<file path="src/rtl/pwm_pkg.sv">
// Shared definitions for the PWM generator slice.
//   PWM_R_DEFAULT : default duty-counter resolution (one period = 2^R ticks)
//   DVSR_W        : prescaler divisor / counter width
//   dvsr_t        : prescaler divisor type
package pwm_pkg;

  localparam int PWM_R_DEFAULT = 16;
  localparam int DVSR_W        = 32;

  typedef logic [DVSR_W-1:0] dvsr_t;

endpackage : pwm_pkg

</file>
<file path="src/rtl/pwm_prescaler.sv">
// Programmable clock prescaler for the PWM generator.
// A free-running counter emits a one-clock tick every dvsr+1 clocks.
// Ports:
//   clk   in   system clock, rising edge
//   reset in   synchronous, active-high reset
//   dvsr  in   divisor; tick period = dvsr+1 clocks (0 = tick every clock)
//   tick  out  one-clock strobe, combinational from the counter state
module pwm_prescaler
  import pwm_pkg::*;
(
  input  logic  clk,
  input  logic  reset,
  input  dvsr_t dvsr,
  output logic  tick
);

  dvsr_t q_reg;
  logic  at_limit;

  // Greater-or-equal rather than equality: if dvsr is lowered below the
  // current count, the counter restarts at once instead of running to 2^32.
  assign at_limit = (q_reg >= dvsr);

  // NOTE: sequential state is updated with non-blocking assignments only, so
  // every register samples the pre-edge value of every other register.
  always_ff @(posedge clk) begin
    if (reset) begin
      q_reg <= '0;
    end else if (at_limit) begin
      q_reg <= '0;
    end else begin
      q_reg <= q_reg + 1'b1;
    end
  end

  // Tick is suppressed during reset so downstream counters see a clean start.
  assign tick = at_limit & ~reset;

endmodule : pwm_prescaler

</file>
<file path="src/rtl/pwm_generator.sv">
// Fixed-resolution PWM generator.
// A prescaled R-bit duty counter sweeps 0..2^R-1; the registered output is
// high while the counter is below the effective duty word.
// PWM frequency = f_clk / ((dvsr+1) * 2^R).
// Optional feature, macro PWM_DUTY_LATCH_EN:
//   defined   - duty is captured at each period start (and on reset release),
//               so mid-period duty changes apply from the next period.
//   undefined - duty is used live and may reshape the current period.
// Ports:
//   clk     in   system clock, rising edge
//   reset   in   synchronous, active-high reset
//   duty    in   R+1-bit duty word; 0 = 0%, >= 2^R = 100%
//   dvsr    in   prescaler divisor; tick period = dvsr+1 clocks
//   pwm_out out  registered PWM output
module pwm_generator
  import pwm_pkg::*;
#(
  parameter int R = PWM_R_DEFAULT
) (
  input  logic       clk,
  input  logic       reset,
  input  logic [R:0] duty,
  input  dvsr_t      dvsr,
  output logic       pwm_out
);

  logic         tick;
  logic [R-1:0] d_reg;
  logic [R:0]   duty_eff;

  pwm_prescaler u_prescaler (
    .clk   (clk),
    .reset (reset),
    .dvsr  (dvsr),
    .tick  (tick)
  );

  // Duty counter; its natural wrap 2^R-1 -> 0 marks the period boundary.
  always_ff @(posedge clk) begin
    if (reset) begin
      d_reg <= '0;
    end else if (tick) begin
      d_reg <= d_reg + 1'b1;
    end
  end

`ifdef PWM_DUTY_LATCH_EN
  logic [R:0] duty_reg;
  logic       restart;
  logic       wrap;

  assign wrap = tick && (d_reg == '1);

  // restart marks the first clock after reset release. On that clock the
  // live duty is both compared and captured, so the first period is already
  // correct while duty_reg still holds its reset value.
  always_ff @(posedge clk) begin
    if (reset) begin
      duty_reg <= '0;
      restart  <= 1'b1;
    end else begin
      restart <= 1'b0;
      if (restart || wrap) begin
        duty_reg <= duty;
      end
    end
  end

  assign duty_eff = restart ? duty : duty_reg;
`else
  assign duty_eff = duty;
`endif

  // Zero-extended compare: duty_eff = 2^R or above is always greater than
  // any counter value, giving a steady high with no inter-period glitch.
  always_ff @(posedge clk) begin
    if (reset) begin
      pwm_out <= 1'b0;
    end else begin
      pwm_out <= ({1'b0, d_reg} < duty_eff);
    end
  end

endmodule : pwm_generator

</file>
<file path="config.mk">
export PLATFORM = sky130hd
export DESIGN_NAME = pwm_generator
export DESIGN_NICKNAME = d
export VERILOG_FILES = /design/src/rtl/pwm_pkg.sv /design/src/rtl/pwm_prescaler.sv /design/src/rtl/pwm_generator.sv
export SDC_FILE = /design/constraint.sdc
export NUM_CORES = 1
export LEC_CHECK = 0
export CORE_ASPECT_RATIO = 1.4
export CORE_MARGIN = 2
export CORE_UTILIZATION = 54
export DETAILED_ROUTE_END_ITERATION = 8
export GPL_TIMING_DRIVEN = 0
export PLACE_DENSITY = 0.8
export SETUP_SLACK_MARGIN = 0.5
export SLEW_MARGIN = 20
export SYNTH_ARGS = -nofsm -noshare
export SYNTH_HDL_FRONTEND = slang
export SYNTH_SLANG_ARGS = --single-unit
export TNS_END_PERCENT = 20
</file>
<file path="constraint.sdc">
create_clock -name clk -period 3.3 [get_ports clk]
set_input_delay 0.33 -clock clk [delete_from_list [all_inputs] [get_ports clk]]
set_output_delay 0.33 -clock clk [all_outputs]
set_load 0.1 [all_outputs]
</file>
Yosys cells after proc, flatten, opt, wreduce, memory -nomap -nowiden
Index checks and enable logic that the tools add are counted.
{ "word_totals": {"word_cells": 10, "output_inout_bits": 1, "reg_bits": 49} }
{ "classes": {"magnitude_cmp": 2, "n_bitwise": 2, "reduce_logical": 1, "n_addsub": 2} }
{ "op_table": {"columns": ["cell", "count"], "rows": [
  ["adder 32 x 1 -> 32 bit, second input constant", 1],
  ["greater-or-equal comparator 32 bit", 1],
  ["< comparator 16 x 17 -> 1 bit", 1],
  ["adder 16 x 1 -> 16 bit, second input constant", 1],
  ["OR reduction 2 bit", 1],
  ["AND 1 bit", 1],
  ["inverter 1 bit", 1]
]} }

Longest topological paths before layout
{ "logic_depth": {"depth_word": 2, "depth_mapped": 10} }

By module
Synthesis repeated with hierarchy kept, for this count alone.
{ "hier_totals": {"hier_cells": 409, "hier_area_um2": 3377.0} }
{ "by_module_without_submodules": {"columns": ["mod", "seq_area_each_um2", "cells_each", "n_inst", "area_per_inst_um2"], "rows": [
  ["pwm_prescaler", 640.6, 270, 1, 2214.6],
  ["pwm_generator", 340.3, 139, 1, 1162.4]
]} }

Least setup slack after synthesis
Ideal clock, no wire load.
{ "synth_timing": {"path_type": "register to register", "start": "register u_prescaler.q_reg[0]", "end": "register d_reg[7]", "arrival_ps": 2238, "stages_incl_launch_ff": 11, "slack_ps": 941, "t_required_ps": 3179, "setup_ps": 121, "period_less_slack_ps": 2359, "path_buffers": 1, "path_cell_list": "dfxtp_1 inv_1 ha_1 nand2b_1 a2111o_1 a32oi_1 a21oi_2 o31ai_1 buf_2 nor2_1 mux2_2"} }
{ "synth_between": {"elab_chain_cells": 2} }
{ "synth_rtl": {"columns": ["element", "line_no", "rtl"], "rows": [
  ["start, declared", "pwm_prescaler.sv:17", "dvsr_t q_reg;"],
  ["start signal, assigned", "pwm_prescaler.sv:32", "q_reg <= q_reg + 1'b1;"],
  ["greater-or-equal comparator 32 bit", "pwm_prescaler.sv:22", "assign at_limit = (q_reg >= dvsr);"],
  ["AND 1 bit", "pwm_prescaler.sv:37", "assign tick = at_limit & ~reset;"],
  ["end signal, assigned", "pwm_generator.sv:43", "d_reg <= d_reg + 1'b1;"],
  ["end, declared", "pwm_generator.sv:28", "logic [R-1:0] d_reg;"]
]} }
No other way between the ends.
A chain may end at the register's enable or synchronous reset.

Worst setup path in the final report
{ "layout_timing": {"start": "input port dvsr[14]", "end": "register d_reg[12]"} }
{ "layout_between": {"elab_chain_cells": 2} }
{ "layout_rtl": {"columns": ["element", "line_no", "rtl"], "rows": [
  ["start, declared", "pwm_generator.sv:23", "input dvsr_t dvsr,"],
  ["greater-or-equal comparator 32 bit", "pwm_prescaler.sv:22", null],
  ["AND 1 bit", "pwm_prescaler.sv:37", null]
]} }
No other way between the ends.

==> summary.txt <==
outcome -> finished, final reports clean
CTS Buffer Depth -> 2
VDD IR-drop max -> 0.228 mV
clk sinks -> 49
Clock transition at path regs -> 90 ps
Mapped Nets -> 508
Slew HR -> 0.359
critical path launch point type -> input pin
WHS Endpoint -> u_prescaler.q_reg[0]
CP delay by family, top -> simple AND/OR/NAND/NOR gates
Worst path slowest cell -> clkdlybuf4s50_1
nets -> 569
DP Wirelength -> 5.58 mm
Clock Skews -> 8.48 ps
latest clock arrival within the worst-skew pair -> 300 ps
combinational power share -> 0.125
I/O pins -> 52
CP required -> 3500 ps
Reg2Reg Launch Point -> u_prescaler.q_reg[0]
synth top area cells -> dfxtp_1, ha_1, xor2_1
met2 routed WL -> 3.75 mm
Setup violations, final -> 0
num rows -> 33
WP depth -> 11
Yosys warning count -> 0
fin crit period -> 2690 ps
TNS Setup -> 0 ps
hold violation total from the final report -> 0
register area share after synthesis -> 0.300
TritonRoute pass-1 iters -> 4
worst path arrival time -> 2890 ps
slew at the pin with the worst max-slew slack -> 958 ps
first-pass GRT wire length -> 11.6 mm
Routability Congestion -> 0.794
Buf/Inv on CP -> 3
Synth cell types -> 34
share of layout cells above drive strength 1 -> 0.0553
clk root buf -> clkbuf_8
Post-synth EDFFs -> 0
H-tree depth -> 2
chip height -> 96.1 µm
Yosys reg bits -> 49
Power Density -> 276 nW/µm²
worst hold start -> u_prescaler.q_reg[0]
Met3 Wirelength -> 295 µm
number of diodes -> 0
pin count of the biggest net entering global routing -> 16
Yosys top cell by area -> dfxtp_1
ANT nets after route -> 0
HP Class -> reg -> reg
drt wl/cell -> 12.9 µm
RSZ-0062 raised after global routing -> true
Final Max Slew Viols -> 0
DR vias/cell -> 5.43
Synth Area per Inst -> 8.02 µm²
initial DRC count -> 178
Area growth syn-to-layout -> 23.5%
via count -> 2931
max-cap violation count -> 0
area of the mapped netlist -> 3270 µm²
fin crit share -> 0.816
Clk pwr share -> 0.337
Int Power -> 0.847 mW
Critical Path, Cell by Cell -> clkdlybuf4s50_1, inv_1, ha_1, nand4_1, nor4_2, a32oi_2, a21oi_4, nor3_4, buf_4, nor4b_2, mux2_2
hold depth -> 1
total track usage -> 0.211
area share of the largest cell type after synthesis -> 0.300
slowest stage delay, CP -> 450 ps
starting density of the core -> 0.558
Setup crit end kind -> flop
Reg2Reg Setup Slack -> 670 ps
Core Region -> 5860 µm²
DRC violation count after routing -> 0
grt ovf -> 0
vias in the first global route -> 2814
drt total wl -> 6.99 mm
Fmax -> 371 MHz
CTS Buf Count -> 5
initial antenna violation count -> 0
max reg flops -> 32
Port Buffers -> 51
Worst R2R End -> d_reg[7]
leakage -> 1.93 nW
worst setup path class -> in -> reg
top routing layer in use -> met4
Die W -> 69.8 µm
DIE AREA -> 6710 µm²
top_reg_cell synth -> dfxtp_1
Sw Share -> 0.241
cell count after synthesis -> 408
switching power -> 0.269 mW
asr flop ratio synth -> 0
WHS -> 486 ps
CP max FO -> 5
CTS tree -> yes
met1 WL -> 2.82 mm
Flop pwr share -> 0.538
R2R cell count -> 10
-- Yosys cell counts, types with 8 or more instances --
master    n
a21o_1    8
a21oi_1  27
dfxtp_1  49
ha_1     49
inv_1    53
nand2_1  28
nand3_1  22
nand4_1  14
nor2_1   49
o21ai_0  11
o31ai_1  10
or4_1     8
xor2_1   25
-- worst max-delay path by stage --
stage	endpoint	slack, ps	from
after floorplan	d_reg[7]	940	u_prescaler.q_reg[0]
after global placement	d_reg[13]	210	dvsr[14]
after detailed placement	d_reg[14]	160	dvsr[14]
after CTS	d_reg[7]	410	u_prescaler.q_reg[0]
after global routing	d_reg[12]	450	dvsr[14]
final	d_reg[12]	610	dvsr[14]
-- final cells by class --
type | count | area [µm²]
multi-input cells | 299 | 2110
inverters | 53 | 199
repair buffers | 54 | 533
clock inverters | 2 | 13.8
fillers | 486 | 1820
plain buffers | 7 | 35.0
well taps | 70 | 87.6
flip-flops and latches | 49 | 982
clock buffers | 6 | 82.6
-- cells in the final DEF (no fill, tap or decap), types with 7 or more instances in the layout --
master | synthesis | layout
o31ai_1 | 10 | 9
xor2_1 | 25 | 25
or4_1 | 8 | 8
nand2_1 | 28 | 28
a21o_1 | 8 | 8
nand2b_1 | 7 | 7
a21oi_1 | 27 | 27
xnor2_1 | 7 | 7
nand3_1 | 22 | 22
nand4_1 | 14 | 14
inv_1 | 53 | 53
nor2_1 | 49 | 49
clkdlybuf4s50_1 | 0 | 51
dfxtp_1 | 49 | 48
o21ai_0 | 11 | 11
ha_1 | 49 | 49
and3_1 | 7 | 7
-- worst reg2reg max path, cell delays in order, from the launching register on --
cell	delay (ps)
dfxtp_2	400
inv_1	60
ha_1	250
nand2b_1	140
a2111o_1	410
a32oi_2	300
a21oi_4	120
o31ai_2	290
buf_4	230
nor2_1	60
mux2_2	270
-- routing by layer --
layer  up-vias  track usage
met2        72        0.440
met5         -            0
met4         0       0.0513
met1      1325        0.218
li1       1521            -
met3        13       0.0314
-- through the flow --
step,utilization,std cells,power (mW),worst slack (ps),cell area (µm²)
final,0.689,540,1.12,606,4040
after global routing,0.689,540,1.16,445,4040
after CTS,0.678,537,1.12,412,3970
after detailed placement,0.660,529,0.752,162,3870
after global placement,0.660,529,0.748,211,3870
after floorplan,-,408,0.674,941,3270
-- kinds of logic after synthesis --
family,synth area share
AND/OR/NAND/NOR,0.234
AO/OA/AOI/OAI,0.114
buffers and inverters,0.0696
XOR/XNOR,0.0857
multiplexers,0.00994
adder cells (fa/ha/maj),0.187
flip-flops,0.300
-- power by group through the flow --
| stage | logic (mW) | registers (mW) | clock network, mW |
|---|---|---|---|
| global route | 0.158 | 0.601 | 0.404 |
| detailed placement | 0.138 | 0.614 | 0 |
| finish | 0.140 | 0.600 | 0.376 |
| global placement | 0.134 | 0.614 | 0 |
| CTS | 0.139 | 0.600 | 0.378 |
| floorplan | 0.0572 | 0.617 | 0 |
-- timing repair --
action / 4_1_cts / 5_1_grt
hold buffers: 0 / 0
buffers inserted: 0 / 3
pin swaps: 0 / 6
resized for setup: 1 / 15
setup endpoints to repair: 36 / 41
cloned: 0 / 0
(Power assumes the default switching activity.)
